[src/rtl/spsram_ctrl.sv]
// -----------------------------------------------------------------------------
// spsram_ctrl
//
// Initiator-side controller for a single-port SRAM macro with active-low
// chip enable (cen), write enable (wen) and output enable (oen).
//
// A request stream (one word per request, read or write) is turned into SRAM
// port cycles. Read data captured from the macro is buffered in a small
// response FIFO and returned in request order through a response stream.
//
// Pipeline, for a request accepted at the edge ending cycle N:
//   cycle N+1 : issue   - cen/wen/addr/data driven from registers
//   cycle N+2 : capture - (reads only) oen low, macro drives i_sram_data,
//                         word pushed into the FIFO at the end of the cycle
//   cycle N+3 : earliest o_rsp_valid for that read
//
// Handshake semantics (both streams): a transfer happens at a rising edge
// where valid and ready are both high. valid must not depend on ready.
// o_req_ready is derived from registers (plus i_rst) only, so there is no
// combinational path from i_req_valid or i_rsp_ready to o_req_ready.
//
// Admission is credit based: a request (read or write) is accepted only
// while fifo_count + inflight < RSP_DEPTH, where inflight is the number of
// reads accepted but not yet pushed. Every accepted read therefore owns a
// FIFO slot before it reaches the macro, and read data can never be dropped
// however long the response side stalls.
//
// Ports:
//   i_clk, i_rst        clock, synchronous active-high reset
//   i_req_valid/o_req_ready, i_req_we, i_req_addr, i_req_wdata
//                       request stream
//   o_rsp_valid/i_rsp_ready, o_rsp_rdata
//                       read response stream (FIFO head)
//   o_sram_cen/wen/oen  SRAM strobes, active-low, registered
//   o_sram_addr/data    SRAM address and write data, registered
//   i_sram_data         SRAM read data, valid while oen is low
// -----------------------------------------------------------------------------
module spsram_ctrl #(
    parameter int BW_DATA   = 32,
    parameter int BW_ADDR   = 5,
    parameter int RSP_DEPTH = 4
) (
    input  logic               i_clk,
    input  logic               i_rst,

    input  logic               i_req_valid,
    output logic               o_req_ready,
    input  logic               i_req_we,
    input  logic [BW_ADDR-1:0] i_req_addr,
    input  logic [BW_DATA-1:0] i_req_wdata,

    output logic               o_rsp_valid,
    input  logic               i_rsp_ready,
    output logic [BW_DATA-1:0] o_rsp_rdata,

    output logic               o_sram_cen,
    output logic               o_sram_wen,
    output logic               o_sram_oen,
    output logic [BW_ADDR-1:0] o_sram_addr,
    output logic [BW_DATA-1:0] o_sram_data,
    input  logic [BW_DATA-1:0] i_sram_data
);

    // FIFO pointer width and occupancy counter width (counter holds 0..DEPTH)
    localparam int PW = (RSP_DEPTH > 1) ? $clog2(RSP_DEPTH) : 1;
    localparam int CW = PW + 1;

    // -------------------------------------------------------------------------
    // Registers
    // -------------------------------------------------------------------------
    logic               sram_cen_q;
    logic               sram_wen_q;
    logic               sram_oen_q;
    logic [BW_ADDR-1:0] sram_addr_q;
    logic [BW_DATA-1:0] sram_data_q;

    // A read is being presented to the macro in the current cycle
    logic               issue_rd;

    logic [BW_DATA-1:0] fifo_mem [RSP_DEPTH];
    logic [PW-1:0]      wr_ptr;
    logic [PW-1:0]      rd_ptr;
    logic [CW-1:0]      fifo_count;

    // -------------------------------------------------------------------------
    // Handshake / credit
    // -------------------------------------------------------------------------
    logic               accept;
    logic               push;
    logic               pop;
    logic [1:0]         inflight;
    logic [CW:0]        credit_used;

    // Reads in flight are exactly those in the issue stage plus those in the
    // capture stage, so no separate counter is needed: both are registers.
    assign inflight    = {1'b0, issue_rd} + {1'b0, ~sram_oen_q};
    assign credit_used = {1'b0, fifo_count} + {{(CW - 1){1'b0}}, inflight};

    assign o_req_ready = ~i_rst & (credit_used < (CW + 1)'(RSP_DEPTH));
    assign accept      = i_req_valid & o_req_ready;

    // Capture stage is active exactly when oen is low
    assign push        = ~sram_oen_q;
    assign o_rsp_valid = (fifo_count != '0);
    assign pop         = o_rsp_valid & i_rsp_ready;

    // -------------------------------------------------------------------------
    // Issue stage: every SRAM output comes straight from a flop
    // -------------------------------------------------------------------------
    always_ff @(posedge i_clk) begin
        if (i_rst) begin
            sram_cen_q  <= 1'b1;
            sram_wen_q  <= 1'b1;
            sram_addr_q <= '0;
            sram_data_q <= '0;
            issue_rd    <= 1'b0;
        end else begin
            sram_cen_q <= ~accept;
            sram_wen_q <= ~(accept & i_req_we);
            issue_rd   <= accept & ~i_req_we;
            if (accept) begin
                sram_addr_q <= i_req_addr;
            end
            // Write data bus keeps its last value across reads and idles
            if (accept && i_req_we) begin
                sram_data_q <= i_req_wdata;
            end
        end
    end

    // -------------------------------------------------------------------------
    // Capture stage: oen low for the cycle after a read is issued
    // -------------------------------------------------------------------------
    always_ff @(posedge i_clk) begin
        if (i_rst) begin
            sram_oen_q <= 1'b1;
        end else begin
            sram_oen_q <= ~issue_rd;
        end
    end

    // -------------------------------------------------------------------------
    // Response FIFO
    // -------------------------------------------------------------------------
    // Storage carries no reset; the pointers and count define what is valid.
    always_ff @(posedge i_clk) begin
        if (push) begin
            fifo_mem[wr_ptr] <= i_sram_data;
        end
    end

    // Pointers wrap naturally because RSP_DEPTH is a power of two
    always_ff @(posedge i_clk) begin
        if (i_rst) begin
            wr_ptr     <= '0;
            rd_ptr     <= '0;
            fifo_count <= '0;
        end else begin
            if (push) begin
                wr_ptr <= wr_ptr + 1'b1;
            end
            if (pop) begin
                rd_ptr <= rd_ptr + 1'b1;
            end
            case ({push, pop})
                2'b10:   fifo_count <= fifo_count + 1'b1;
                2'b01:   fifo_count <= fifo_count - 1'b1;
                default: fifo_count <= fifo_count;
            endcase
        end
    end

    // -------------------------------------------------------------------------
    // Outputs
    // -------------------------------------------------------------------------
    assign o_rsp_rdata = fifo_mem[rd_ptr];
    assign o_sram_cen  = sram_cen_q;
    assign o_sram_wen  = sram_wen_q;
    assign o_sram_oen  = sram_oen_q;
    assign o_sram_addr = sram_addr_q;
    assign o_sram_data = sram_data_q;

endmodule
[config.mk]
export PLATFORM = sky130hd
export DESIGN_NAME = spsram_ctrl
export DESIGN_NICKNAME = d
export VERILOG_FILES = /design/src/rtl/spsram_ctrl.sv
export SDC_FILE = /design/constraint.sdc
export NUM_CORES = 1
export LEC_CHECK = 0
export ABC_AREA = 1
export BUFFER_PORTS_ARGS = -buffer_cell sky130_fd_sc_hd__buf_2
export CAP_MARGIN = 20
export CORE_ASPECT_RATIO = 1.25
export CORE_MARGIN = 5
export CORE_UTILIZATION = 54
export CTS_BUF_LIST = sky130_fd_sc_hd__clkbuf_16
export CTS_CLUSTER_DIAMETER = 150
export DETAILED_ROUTE_END_ITERATION = 10
export GPL_ROUTABILITY_DRIVEN = 1
export PLACE_DENSITY = 0.8
export SETUP_SLACK_MARGIN = 0.3
export SYNTH_ARGS = -nofsm -noshare
export SYNTH_HDL_FRONTEND = slang
export SYNTH_SLANG_ARGS = --single-unit
[constraint.sdc]
create_clock -name i_clk -period 2.9 [get_ports i_clk]
set_clock_uncertainty 0.1 [all_clocks]
set_input_delay 0.58 -clock i_clk [delete_from_list [all_inputs] [get_ports i_clk]]
set_output_delay 0.58 -clock i_clk [all_outputs]
set_load 0.03 [all_outputs]
==> key figures, run 1 <==
Run status
  – Status: completed

Critical path
  – Arr. time, crit path: 1.76 ns
  – Worst Setup End Kind: output pin
  – CP Launch Type: flop
  – CP Class: flop to output pin
  – Largest driver fanout on the critical path: 20
  – CP required: 2.22 ns

Yosys
  – Area share of the largest cell type after synthesis: 56.1%
  – Cell taking the most area after synthesis: edfxtp_1
  – YS warnings: 0
  – Syn nets: 694
  – Mean post-synth cell area: 11.2 um2
  – Seq/Total Area, Yosys: 70.7%
  – Cell count after synthesis: 613
  – Mapped Area: 6850 um2
  – Largest cells by area after synthesis: edfxtp_1 56%, dfxtp_1 15%, nor2_1 7.5%
  – Post-synthesis register bit count: about 180
  – Synth cell types: 26

Route
  – Total wire length: 14.6 mm
  – Vias: 4877
  – DR pass1 iterations: 5
  – Drt drc: 0
  – Antenna Violating Nets Remaining: 0
  – Drt initial violations: 241
  – Wire per inst: 15.5 um
  – Vias per cell: around 5.2

CTS
  – Bufs on Longest Clock Path: 2
  – H-tree depth: 4
  – CTS tree: done
  – Clock transition at path regs: about 0.06 ns
  – Worst-Skew Late Latency: 0.41 ns
  – Post-CTS setup buffers: 0
  – # clock sinks: roughly 180
  – CTS Hold Buffers Added: 0
  – TritonCTS Buffers: 17
  – Root Driver: clkbuf_16

STA
  – Achievable frequency: 0.409 GHz
  – Max-slew violation count: 0
  – Hold Fails Final Rpt: 0
  – Slew margin rel.: approximately three fifths
  – PnR worst setup slack: 0.455 ns
  – Worst-Margin Slew: 0.625 ns
  – Final setup vio count: 0
  – Total Negative Setup Slacks: 0 ns
  – Final Cycle Share: 84.3%
  – Fin crit period: 2.44 ns
  – RSZ-0062 raised after global routing: no

Global route
  – First-pass GRT wire length: about 24 mm
  – Vias in the first global route: 4898
  – Met3 Resource Use GR: 6.95%
  – M1 GR Usage: 22.7%
  – Largest net degree at the start of global routing: 66
  – Initial antenna violation count: 0
  – Met2 Usage GRT: between 30 and 40%
  – Grt total ovfl: 0
  – GRT Total Usage: 19.7%
  – Layer with the highest usage: met2

Placement
  – Final Wtd Congestion: about 0.78
  – Pre-CTS WS: around 0.47 ns
  – HPWL after detailed placement: 9.51 mm
  – Number of port buffers: 147
  – Dpl cells: 907

Floorplan
  – I/O pin total: around 150
  – Die Y: 136 um
  – Core ar.: 12500 um2
  – Effective utilization at floorplan: 54.6%
  – Die W: 111 um
  – Die area: 15000 um2
  – Rows: 46

Hold path
  – Hold Path Class: input pin to flop

Finish
  – Layout net count: between 800 and 900
  – ANT cells: 0
  – Layout area overhead: 23.3%
  – Share of layout cells above drive strength 1: 27.4%
  – Post-route insts no fill: 938
  – Layout filler cell count: 940
  – Final Util: ~67%

Pwr
  – Static leakage: 3.52 nW
  – Pwr Density: 697 nW/um2
  – VDD IR max: 0.369 mV

Run
  – Max-cap viol count: 0
## worst paths after layout
check               endpoint  cells after the start  slack, ns          start
max          o_rsp_rdata[28]                      5       0.46           flop
min                 issue_rd                      2       0.25       i_req_we
max reg2reg    fifo_count[2]                     10       0.67  fifo_count[1]
min reg2reg       o_sram_oen                      1       0.30       issue_rd
## sequential cells by signal, indices dropped and copies added (netlist names), named ones only
name	cells
o_sram_oen	1
o_sram_data	32
o_sram_cen	1
wr_ptr	2
o_sram_addr	5
rd_ptr	2
o_sram_wen	1
fifo_count	3
fifo_mem	128
issue_rd	1
## kinds of logic after synthesis
group	synth area share [%]
flops	70.7
xor+xnor	0.128
simple gates	13.2
fa+ha+maj	1.39
buf+inv	5.54
compound gates	9.03
## per-layer routing
layer	routed length, um	up-vias
li1	-	2361
met1	5580	2257
met2	7350	238
met3	1410	21
met4	226	0
met5	0	-
## per-stage QoR
| stage | hold slack, ns | power (mW) | area (um2) |
|---|---|---|---|
| floorplan | 0.271 | 3.27 | 6850 |
| global placement | 0.276 | 3.46 | 7770 |
| detailed placement | 0.278 | 3.48 | 7770 |
| CTS | 0.232 | 5.92 | 8420 |
| global route | 0.230 | 6.12 | 8440 |
| finish | 0.247 | 5.88 | 8440 |
## synthesized netlist by cell type, drive strengths merged
cell      n
clkbuf   17
nand2    76
nor2    137
dfxtp    50
nand4     6
and2      1
xor2      1
o21ai    69
edfxtp  128
o22ai    32
inv      56
a21oi    13
buf      15
ha        6
fa        1
nand3     2
a21boi    1
clkinv    2
## power by group
part / leakage, nW / total, mW / internal (mW) / switching [mW]
Combinational: 1.65 / 0.633 / 0.190 / 0.442
Clock: 0.308 / 2.44 / 1.47 / 0.974
Sequential: 1.56 / 2.80 / 2.77 / 0.0286
Total: 3.52 / 5.88 / 4.44 / 1.45
## critical path, cell delays in order, from the launching register on
cell and delay, ns:
dfxtp_1 0.34, clkinvlp_4 0.19, buf_4 0.28, o21ai_0 0.13
o22ai_1 0.17, buf_2 0.24
## placed cells by master (no fill, tap or decap), drive strengths merged, types with 3 or more instances in the layout
| cell type | synthesis | routed |
|---|---|---|
| clkbuf | 17 | 17 |
| nand2 | 76 | 76 |
| o21ai | 69 | 69 |
| dfxtp | 50 | 50 |
| nand4 | 6 | 6 |
| inv | 56 | 63 |
| bufinv | 0 | 4 |
| buf | 15 | 158 |
| nor2 | 137 | 137 |
| a21oi | 13 | 13 |
| o22ai | 32 | 32 |
| ha | 6 | 6 |
| edfxtp | 128 | 128 |
| clkinvlp | 0 | 3 |
## layout make-up
| class | instances | area, um2 | area share, % |
|---|---|---|---|
| multi-input cells | 345 | 1650 | 19.6 |
| well taps | 168 | 210 | 2.49 |
| repair buffers | 158 | 863 | 10.2 |
| clock inverters | 14 | 218 | 2.58 |
| inverters | 58 | 224 | 2.65 |
| flip-flops and latches | 178 | 4850 | 57.4 |
| clock buffers | 17 | 425 | 5.04 |
## timing repair
action                     4_1_cts  5_1_grt
gates cloned                     0        0
resized for setup                2        7
setup endpoints to repair       27       23
Note: power is estimated with default switching activity, not from simulation.
==> run 2, diff against run 1 <==
--- a/config.mk
+++ b/config.mk
@@ -10,12 +10,12 @@
 export CAP_MARGIN = 20
 export CORE_ASPECT_RATIO = 1.25
 export CORE_MARGIN = 5
-export CORE_UTILIZATION = 54
+export CORE_UTILIZATION = 49
 export CTS_BUF_LIST = sky130_fd_sc_hd__clkbuf_16
 export CTS_CLUSTER_DIAMETER = 150
 export DETAILED_ROUTE_END_ITERATION = 10
 export GPL_ROUTABILITY_DRIVEN = 1
-export PLACE_DENSITY = 0.8
+export PLACE_DENSITY = 0.77
 export SETUP_SLACK_MARGIN = 0.3
 export SYNTH_ARGS = -nofsm -noshare
 export SYNTH_HDL_FRONTEND = slang
==> constraint.sdc (replaced) <==
create_clock -name i_clk -period 2.2 [get_ports i_clk]
set_clock_uncertainty 0.1 [all_clocks]
set_input_delay 0.44 -clock i_clk [delete_from_list [all_inputs] [get_ports i_clk]]
set_output_delay 0.44 -clock i_clk [all_outputs]
set_load 0.03 [all_outputs]
==> run 2 against run 1 <==
Critical path depth unchanged. Critical endpoint is now o_rsp_rdata[5]. Largest cell class unchanged. Cell area up 13%. Wire length is 20% higher. Die area increased by 9.4%. Combinational power increased by 91%. Cell count is 3.0% higher. Setup slack worse by 0.37 ns. Utilization grew 1.9 points.
==> key figures, run 2 (synthesis results as in run 1) <==
Run status
  – Status: completed

STA
  – Hold Slack: 0.0946 ns (-0.153 ns)
  – RSZ-0062 raised after global routing: yes
  – Slew margin rel.: 72.6% (+14 points)
  – Hold Fails Final Rpt: 0 (unchanged)
  – Final setup vio count: 0 (unchanged)
  – Fin crit period: 2.11 ns
  – Achievable frequency: 0.473 GHz
  – Max-slew violation count: 0 (unchanged)
  – Worst-Margin Slew: 0.409 ns (-0.216 ns)
  – Total Negative Setup Slacks: 0 ns (unchanged)
  – Final Cycle Share: 96.1%

Finish
  – Layout filler cell count: 928 (-1.3%)
  – Biggest register: fifo_mem
  – Most frequent cells in the layout: 128 x edfxtp_1, 120 x nor2_1, 113 x buf_2
  – Commonest non-fill, non-tap cell in the layout: edfxtp_1
  – Multi-input gate area: 2060 um2 (+24%)
  – Layout area overhead: 39.0%
  – Share of layout cells above drive strength 1: 40.0% (+13 points)
  – Max reg flops: 128 (unchanged)
  – Layout net count: 858 (+2.3%)
  – Post-route insts no fill: 966 (+3.0%)
  – Final Util: 69.2% (+1.9 points)
  – Storage cell area: 4860 um2 (+0.39%)

Pwr
  – Sequential power share: 44.4% (-3.3 points)
  – Power Internal: 6.30 mW (+42%)
  – VDD IR max: 0.563 mV (+53%)
  – Total power draw: 8.35 mW (+42%)
  – NetSw: 2.05 mW (+42%)
  – Static leakage: 3.95 nW (+12%)
  – Comb power frac: 14.5% (+3.7 points)
  – Sw frac: 24.6% (about the same)
  – Pwr Density: 877 nW/um2 (+26%)
  – Clk pwr share: 41.1% (-0.5 points)

CTS
  – Clock transition at path regs: 0.06 ns (about the same)
  – Root Driver: clkbuf_16
  – H-tree depth: 4 (unchanged)
  – CTS Hold Buffers Added: 0 (unchanged)
  – TritonCTS Buffers: 17 (unchanged)
  – # clock sinks: 178 (unchanged)
  – Bufs on Longest Clock Path: 2 (unchanged)
  – Worst-Skew Late Latency: 0.42 ns (about the same)
  – CTS tree: done

Floorplan
  – Rows: 48 (+4.3%)
  – Die area: 16500 um2 (+9.4%)
  – Die Y: 142 um (+4.6%)
  – Effective utilization at floorplan: 49.8% (-4.8 points)
  – Core ar.: 13800 um2 (+9.6%)
  – I/O pin total: 148 (unchanged)
  – Die W: 116 um (+4.5%)

Critical path
  – CP Launch Type: flop
  – CP required: 1.66 ns (-0.56 ns)
  – Worst Setup End Kind: output pin
  – CP Class: flop to output pin
  – Largest driver fanout on the critical path: 8 (-60%)
  – Arr. time, crit path: 1.57 ns (-0.19 ns)

Route
  – Vias per cell: 5.28 (+1.6%)
  – Total wire length: 17.4 mm (+20%)
  – DR pass1 iterations: 5 (unchanged)
  – Drt drc: 0 (unchanged)
  – Drt initial violations: 330 (+37%)
  – Vias: 5103 (+4.6%)
  – Wire per inst: 18.0 um (+16%)
  – Antenna Violating Nets Remaining: 0 (unchanged)

Global route
  – Initial antenna violation count: 2 (+2)
  – Grt total ovfl: 0 (unchanged)
  – GRT Total Usage: 20.5% (+0.80 points)
  – Vias in the first global route: 5251 (+7.2%)
  – Largest net degree at the start of global routing: 66 (unchanged)
  – First-pass GRT wire length: 25.8 mm (+9.2%)

Placement
  – HPWL after detailed placement: 9.65 mm (+1.4%)
  – Final Wtd Congestion: 0.771 (-0.66%)
  – Number of port buffers: 147 (unchanged)
  – Dpl cells: 916 (+0.99%)

Hold path
  – Hold Path Class: input pin to flop

Run
  – Max-cap viol count: 0 (unchanged)
==> run 2: worst paths after layout <==
check | from | endpoint | slack, ns | cells past startpoint
worst max-delay path | flop | o_rsp_rdata[5] | 0.09 | 5
worst min-delay path | i_req_we | issue_rd | 0.09 | 2
worst min register to register | issue_rd | o_sram_oen | 0.34 | 1
worst max register to register | fifo_count[0] | fifo_count[2] | 0.39 | 10
==> run 2: power groups by stage <==
| stage | sequential, mW | combinational [mW] | clock [mW] |
|---|---|---|---|
| 2_1_floorplan | 3.85 | 0.517 | 0 |
| 3_3_place_gp | 3.76 | 0.874 | 0 |
| 3_5_place_dp | 3.77 | 0.906 | 0 |
| 4_1_cts | 3.70 | 1.10 | 3.47 |
| 5_1_grt | 3.71 | 1.29 | 3.63 |
| 6_report | 3.70 | 1.21 | 3.43 |
==> run 2: layer usage <==
metal,track usage (%),share of wire (%)
met1,23.3,38
met2,35.5,51
met5,0,0.063
met3,6.89,8.8
met4,7.94,1.9
==> run 2: per-stage QoR <==
| stage | worst slack [ns] | cell area [um2] |
|---|---|---|
| 4_1_cts | 0.0551 | 9190 |
| 6_report | 0.0866 | 9520 |
| 2_1_floorplan | 0.215 | 7080 |
| 3_3_place_gp | 0.257 | 8080 |
| 5_1_grt | 0.0336 | 9520 |
| 3_5_place_dp | 0.255 | 8080 |
==> run 2: worst max-delay path: stages, from the launching register on <==
cell and delay [ns]:
dfxtp_4 0.44, buf_6 0.15, buf_16 0.14, o21ai_1 0.09, o22ai_2 0.18, buf_6 0.15
==> run 2: cell type report <==
cell class	instances	area share, %
flip-flops and latches	178	51.1
multi-input cells	345	21.6
repair buffers	177	15.4
clock buffers	17	4.47
clock inverters	15	2.68
inverters	58	2.39
well taps	175	2.30
diodes	1	0.0263
==> run 2: timing repair <==
item | in CTS | in global routing
buffers inserted | 4 | 3
gates resized for setup | 135 | 53
hold endpoints to repair | 0 | 0
endpoints found under the setup margin | 35 | 36
pin swaps | 4 | 17
gates cloned | 4 | 6
